File: src/rtl/nt_subcircuit_bist_ctrl_if.sv
// Handshake/bus bundle between the BIST sequencer and its harness.
//   start, abort      : run control from the harness
//   golden_sig        : expected 16-bit signature
//   dut_out           : single output of the subcircuit under test
//   dut_in, dut_rst_n : stimulus vector and active-low reset to the subcircuit
//   busy, done, pass  : run status
//   signature         : current MISR contents
// master = harness side, slave = sequencer side.
interface nt_subcircuit_bist_ctrl_if #(
  parameter int unsigned N_IN = 7
);
  logic            start;
  logic            abort;
  logic [15:0]     golden_sig;
  logic            dut_out;
  logic [N_IN-1:0] dut_in;
  logic            dut_rst_n;
  logic            busy;
  logic            done;
  logic            pass;
  logic [15:0]     signature;

  modport master (
    output start, abort, golden_sig, dut_out,
    input  dut_in, dut_rst_n, busy, done, pass, signature
  );

  modport slave (
    input  start, abort, golden_sig, dut_out,
    output dut_in, dut_rst_n, busy, done, pass, signature
  );
endinterface

File: src/rtl/nt_subcircuit_bist_ctrl.sv
// BIST sequencer for one benchmark subcircuit.
// Resets the subcircuit, drives LFSR vectors into it, compacts its single output into a
// 16-bit MISR and compares the result against a golden signature.
// Ports:
//   I1470_clk : clock, rising edge
//   I1477_rst : asynchronous reset, active-high
//   bus       : nt_subcircuit_bist_ctrl_if.slave (start/abort/golden_sig/dut_out in;
//               dut_in/dut_rst_n/busy/done/pass/signature out)
module nt_subcircuit_bist_ctrl #(
  parameter int unsigned N_IN        = 7,
  parameter int unsigned N_PAT       = 1000,
  parameter int unsigned LAT         = 2,
  parameter logic [15:0] SEED        = 16'hACE1,
  parameter int unsigned DUT_RST_CYC = 2
) (
  input logic                       I1470_clk,
  input logic                       I1477_rst,
  nt_subcircuit_bist_ctrl_if.slave  bus
);

  localparam int unsigned CntW    = 17;
  // An all-zero seed would lock the LFSR at zero.
  localparam logic [15:0] SeedEff = (SEED == 16'h0000) ? 16'h0001 : SEED;
  localparam logic [CntW-1:0] RstLast = CntW'(DUT_RST_CYC - 1);
  localparam logic [CntW-1:0] RunLast = CntW'(N_PAT + LAT - 1);
  localparam logic [CntW-1:0] PatEnd  = CntW'(N_PAT);
  localparam logic [CntW-1:0] LatCnt  = CntW'(LAT);

  typedef enum logic [1:0] {StIdle, StRstDut, StRun, StCmp} state_e;

  state_e          state_q, state_d;
  logic [15:0]     lfsr_q, lfsr_d;
  logic [15:0]     misr_q, misr_d;
  logic [CntW-1:0] cnt_q, cnt_d;
  logic            pass_q, pass_d;
  logic            done_q, done_d;

  logic [15:0] lfsr_step;
  logic [15:0] misr_step;

  assign lfsr_step = (lfsr_q >> 1) ^ (lfsr_q[0] ? 16'hB400 : 16'h0000);
  assign misr_step = {misr_q[14:0], 1'b0} ^ (misr_q[15] ? 16'h1021 : 16'h0000)
                   ^ {15'b0, bus.dut_out};

  always_comb begin
    state_d = state_q;
    lfsr_d  = lfsr_q;
    misr_d  = misr_q;
    cnt_d   = cnt_q;
    pass_d  = pass_q;
    done_d  = 1'b0;
    // Abort beats everything, including a simultaneous start in IDLE; the partial MISR
    // and the previous pass verdict are left untouched.
    if (bus.abort) begin
      state_d = StIdle;
      cnt_d   = '0;
    end else begin
      unique case (state_q)
        StIdle: begin
          if (bus.start) begin
            state_d = StRstDut;
            misr_d  = '0;
            lfsr_d  = SeedEff;
            cnt_d   = '0;
          end
        end
        StRstDut: begin
          if (cnt_q == RstLast) begin
            state_d = StRun;
            cnt_d   = '0;
          end else begin
            cnt_d = cnt_q + 1'b1;
          end
        end
        StRun: begin
          lfsr_d = lfsr_step;
          // Responses trail their vectors by LAT cycles, so the capture window is shifted.
          if (cnt_q >= LatCnt) begin
            misr_d = misr_step;
          end
          if (cnt_q == RunLast) begin
            state_d = StCmp;
            cnt_d   = '0;
          end else begin
            cnt_d = cnt_q + 1'b1;
          end
        end
        StCmp: begin
          pass_d  = (misr_q == bus.golden_sig);
          done_d  = 1'b1;
          state_d = StIdle;
        end
        default: state_d = StIdle;
      endcase
    end
  end

  always_ff @(posedge I1470_clk or posedge I1477_rst) begin
    if (I1477_rst) begin
      state_q <= StIdle;
      lfsr_q  <= '0;
      misr_q  <= '0;
      cnt_q   <= '0;
      pass_q  <= 1'b0;
      done_q  <= 1'b0;
    end else begin
      state_q <= state_d;
      lfsr_q  <= lfsr_d;
      misr_q  <= misr_d;
      cnt_q   <= cnt_d;
      pass_q  <= pass_d;
      done_q  <= done_d;
    end
  end

  // Subcircuit reset follows the controller reset asynchronously and is otherwise only
  // asserted while the sequencer holds it in RST_DUT.
  assign bus.dut_rst_n = ~I1477_rst & (state_q != StRstDut);
  assign bus.dut_in    = (state_q == StRun && cnt_q < PatEnd) ? lfsr_q[N_IN-1:0] : '0;
  assign bus.busy      = (state_q != StIdle);
  assign bus.done      = done_q;
  assign bus.pass      = pass_q;
  assign bus.signature = misr_q;

endmodule
File: src/flat_wrapper.sv
// flat-port wrapper written by rule: the top's interface ports become plain ports
module nt_subcircuit_bist_ctrl_flat 
#(
  parameter int unsigned N_IN        = 7,
  parameter int unsigned N_PAT       = 1000,
  parameter int unsigned LAT         = 2,
  parameter logic [15:0] SEED        = 16'hACE1,
  parameter int unsigned DUT_RST_CYC = 2
)
  (I1470_clk, I1477_rst, bus_start, bus_abort, bus_golden_sig, bus_dut_out, bus_dut_in, bus_dut_rst_n, bus_busy, bus_done, bus_pass, bus_signature);
  nt_subcircuit_bist_ctrl_if #(.N_IN(N_IN)) bus_i ();
  input logic I1470_clk;
  input logic I1477_rst;
  input wire logic [$bits(bus_i.start)-1:0] bus_start;
  input wire logic [$bits(bus_i.abort)-1:0] bus_abort;
  input wire logic [$bits(bus_i.golden_sig)-1:0] bus_golden_sig;
  input wire logic [$bits(bus_i.dut_out)-1:0] bus_dut_out;
  output wire logic [$bits(bus_i.dut_in)-1:0] bus_dut_in;
  output wire logic [$bits(bus_i.dut_rst_n)-1:0] bus_dut_rst_n;
  output wire logic [$bits(bus_i.busy)-1:0] bus_busy;
  output wire logic [$bits(bus_i.done)-1:0] bus_done;
  output wire logic [$bits(bus_i.pass)-1:0] bus_pass;
  output wire logic [$bits(bus_i.signature)-1:0] bus_signature;
  assign bus_i.start = bus_start;
  assign bus_i.abort = bus_abort;
  assign bus_i.golden_sig = bus_golden_sig;
  assign bus_i.dut_out = bus_dut_out;
  assign bus_dut_in = bus_i.dut_in;
  assign bus_dut_rst_n = bus_i.dut_rst_n;
  assign bus_busy = bus_i.busy;
  assign bus_done = bus_i.done;
  assign bus_pass = bus_i.pass;
  assign bus_signature = bus_i.signature;
  nt_subcircuit_bist_ctrl #(.N_IN(N_IN), .N_PAT(N_PAT), .LAT(LAT), .SEED(SEED), .DUT_RST_CYC(DUT_RST_CYC)) u_core (.I1470_clk(I1470_clk), .I1477_rst(I1477_rst), .bus(bus_i));
endmodule
File: config.mk
export PLATFORM = sky130hd
export DESIGN_NAME = nt_subcircuit_bist_ctrl_flat
export DESIGN_NICKNAME = d
export VERILOG_FILES = /design/src/rtl/nt_subcircuit_bist_ctrl_if.sv /design/src/rtl/nt_subcircuit_bist_ctrl.sv /design/src/flat_wrapper.sv
export SDC_FILE = /design/constraint.sdc
export NUM_CORES = 1
export LEC_CHECK = 0
export BUFFER_PORTS_ARGS = -buffer_cell sky130_fd_sc_hd__buf_2
export CELL_PAD_IN_SITES_DETAIL_PLACEMENT = 1
export CELL_PAD_IN_SITES_GLOBAL_PLACEMENT = 2
export CORE_AREA = 8 8 84 123
export CTS_BUF_LIST = sky130_fd_sc_hd__clkbuf_16
export DETAILED_ROUTE_END_ITERATION = 8
export DIE_AREA = 0 0 92 131
export GPL_ROUTABILITY_DRIVEN = 0
export PLACE_DENSITY_LB_ADDON = 0.1
export SETUP_SLACK_MARGIN = 0.5
export SYNTH_ARGS = -nofsm -noshare
export SYNTH_HDL_FRONTEND = slang
export SYNTH_SLANG_ARGS = --single-unit
File: constraint.sdc
create_clock -name I1470_clk -period 5.65 [get_ports I1470_clk]
set_input_delay 1.13 -clock I1470_clk [delete_from_list [all_inputs] [get_ports I1470_clk]]
set_output_delay 1.13 -clock I1470_clk [all_outputs]
set_load 0.005 [all_outputs]
==> out/summary.txt <==
initial antenna violation count = 0
max-slew violations = 0
Clock Latency Late Sink = 0.30 ns
sequential share of the synthesized area = 0.454
Post-Synth Adder-Cell Area = 0.0300
root buffer cell = clkbuf_16
vias in the first global route = 2642
unrepaired setup endpoints after global routing = false
Max rail drop VDD = 129 µV
pin count of the biggest net entering global routing = 54
post-synthesis compound-gate area fraction = 0.133
Starting Density = 0.339
first-pass GRT wire length = 13.4 mm
P_leak = 1.52 nW
final wirelength = 7.80 mm
outcome = finished clean
mean post-synth cell area = 9.07 µm²
DIE HEIGHT = 131 µm
Simple-Gate Fraction of Synth Area = 0.247
routed len/inst = 16.7 µm
crit-path max FO = 9
Final Hold Vio Count = 0
pre-CTS setup slack = 2.45 ns
commonest non-fill, non-tap cell in the layout = nand2_1
Clock Tree Buf Depth = 2
core footprint = 8620 µm²
Starting DRT DRC Count = 68
Yosys warning count = 0
# setup viols final = 0
Synth top area share = 0.454
Ports = 48
hold bufs inserted after CTS = 0
Die Wd = 92 µm
Pwr Density = 336 nW/µm²
Slew headroom = 0.290
DRT antenna net count = 0
total CTS buffers = 5
ant diodes = 0
Total Routing Usage GR = 0.140
Syn Std Cell Area = 2920 µm²
Synth area leaders = dfrtp_1, nand2_1, a31oi_1, xnor2_1, o21ai_0
PnR worst setup slack = 2.37 ns
port buffer count = 47
fin crit share = 0.581
post-synthesis register bit count = 53
grt total ovfl = 0
CTS tree = done
Required @ worst endpoint = 4.52 ns
PostCTS Resize Cnt = 0
Worst Tran Pin Value = 1.07 ns
vias post-DR = 2417
post-layout net count = 385
Max-Cap Viols = 0
FP Rows = 42
Post-DP HPWL = 5.67 mm
DR vias/cell = 5.16
die area = 12100 µm²
worst min path class = flip-flop to flip-flop
post-route minimum period = 3.28 ns
main combinational cell family by area after synthesis = simple AND/OR/NAND/NOR gates
DRT Pass-1 Iters = 4
Critical Path End Type = output pin
ys flop type = dfrtp_1
mux cell area share after synthesis = 0.00729
H-Tree Depth = 2
CP Data Arrival Time = 2.15 ns
Clock Skew = 0.0105 ns
CTS clk-pin slew, worst paths = 0.07 ns
synth-to-layout area growth = 14.6%
fmax = 304 MHz
most frequent cells in the layout = nand2_1, dfrtp_1, buf_2
Post-Synth XOR/XNOR Area = 0.0720
clk sinks = 53
Cells after Synth = 322
Post-synth EDFFs = 0
Setup Buffers After CTS = 0
Post-Syn Nets = 350
startpoint types = flip-flop
critical path class = flip-flop to output pin
drt drc = 0
synth unique cells = 43
setup TNS = 0 ns
cell taking the most area after synthesis = dfrtp_1
layout cell share with drive strength beyond 1 = 0.196
Post-synth ARST share = 1.00
flip-flops by register name (all words and copies together) (netlist names):
register,flops
u_core.bus.done,1
u_core.bus.pass,1
u_core.bus.signature,16
u_core.cnt_q,17
u_core.lfsr_q,16
u_core.state_q,2
final cells by class:
type / count / area (µm²)
Timing Repair Buffer: 49 / 250
Sequential cell: 53 / 1330
Inverter: 13 / 48.8
Multi-Input combinational cell: 235 / 1430
Clock inverter: 3 / 25.0
Tap cell: 110 / 138
Fill cell: 1054 / 5270
Clock buffer: 5 / 125
synth_stat cells (all sizes together), types with 8 or more instances:
cell	number
nand2	56
dfrtp	53
a31oi	29
o21ai	24
xnor2	20
nor2	18
nand3	16
inv	13
buf	12
and2	9
clkbuf	9
nand4	8
worst max-delay path: stages, from the launching register on:
cell	delay, ns
dfrtp_1	0.49
nor4_4	0.37
nand3_1	0.16
a31oi_1	0.52
and2_1	0.21
buf_2	0.11
cells by family after synthesis:
group / count (synthesis)
compound gates: 63
xor+xnor: 24
fa+ha+maj: 7
buf+inv: 34
flops: 53
mux: 2
simple gates: 139
worst paths after layout:
| path | to | cells after the start | start | slack (ns) |
|---|---|---|---|---|
| max | bus_dut_in[0] | 5 | u_core.cnt_q[10] | 2.37 |
| min | u_core.lfsr_q[9] | 2 | u_core.lfsr_q[9] | 0.48 |
| max reg2reg | u_core.bus.signature[11] | 8 | u_core.state_q[0] | 2.51 |
| min reg2reg | u_core.lfsr_q[9] | 2 | u_core.lfsr_q[9] | 0.48 |
| max in group asynchronous | u_core.bus.signature[12] | 3 | I1477_rst | 4.14 |
| min in group asynchronous | u_core.cnt_q[3] | 3 | I1477_rst | 1.03 |
power by group:
group / internal [mW] / switching (mW) / total, mW
combinational: 0.117 / 0.237 / 0.354
sequential: 0.418 / 0.0343 / 0.452
clock: 0.167 / 0.151 / 0.318
per-stage QoR:
step                utilization  area, µm²  hold WS [ns]  power (mW)  cells
detailed placement        0.371       3190         0.473       0.823    460
finish                    0.388       3340         0.484        1.12    468
floorplan                     -       2920         0.439       0.718    322
global route              0.388       3340         0.525        1.21    468
global placement          0.371       3190         0.462       0.815    460
CTS                       0.388       3340         0.492        1.15    468
metal layers:
layer  track usage  up-vias  wire (µm)
li1              -     1189          -
met1         0.149     1181       3200
met2         0.262       37       4180
met3        0.0309       10        280
met4        0.0524        0        141
met5             0        -          0
No activity file was read; power rests on OpenSTA's default activity.
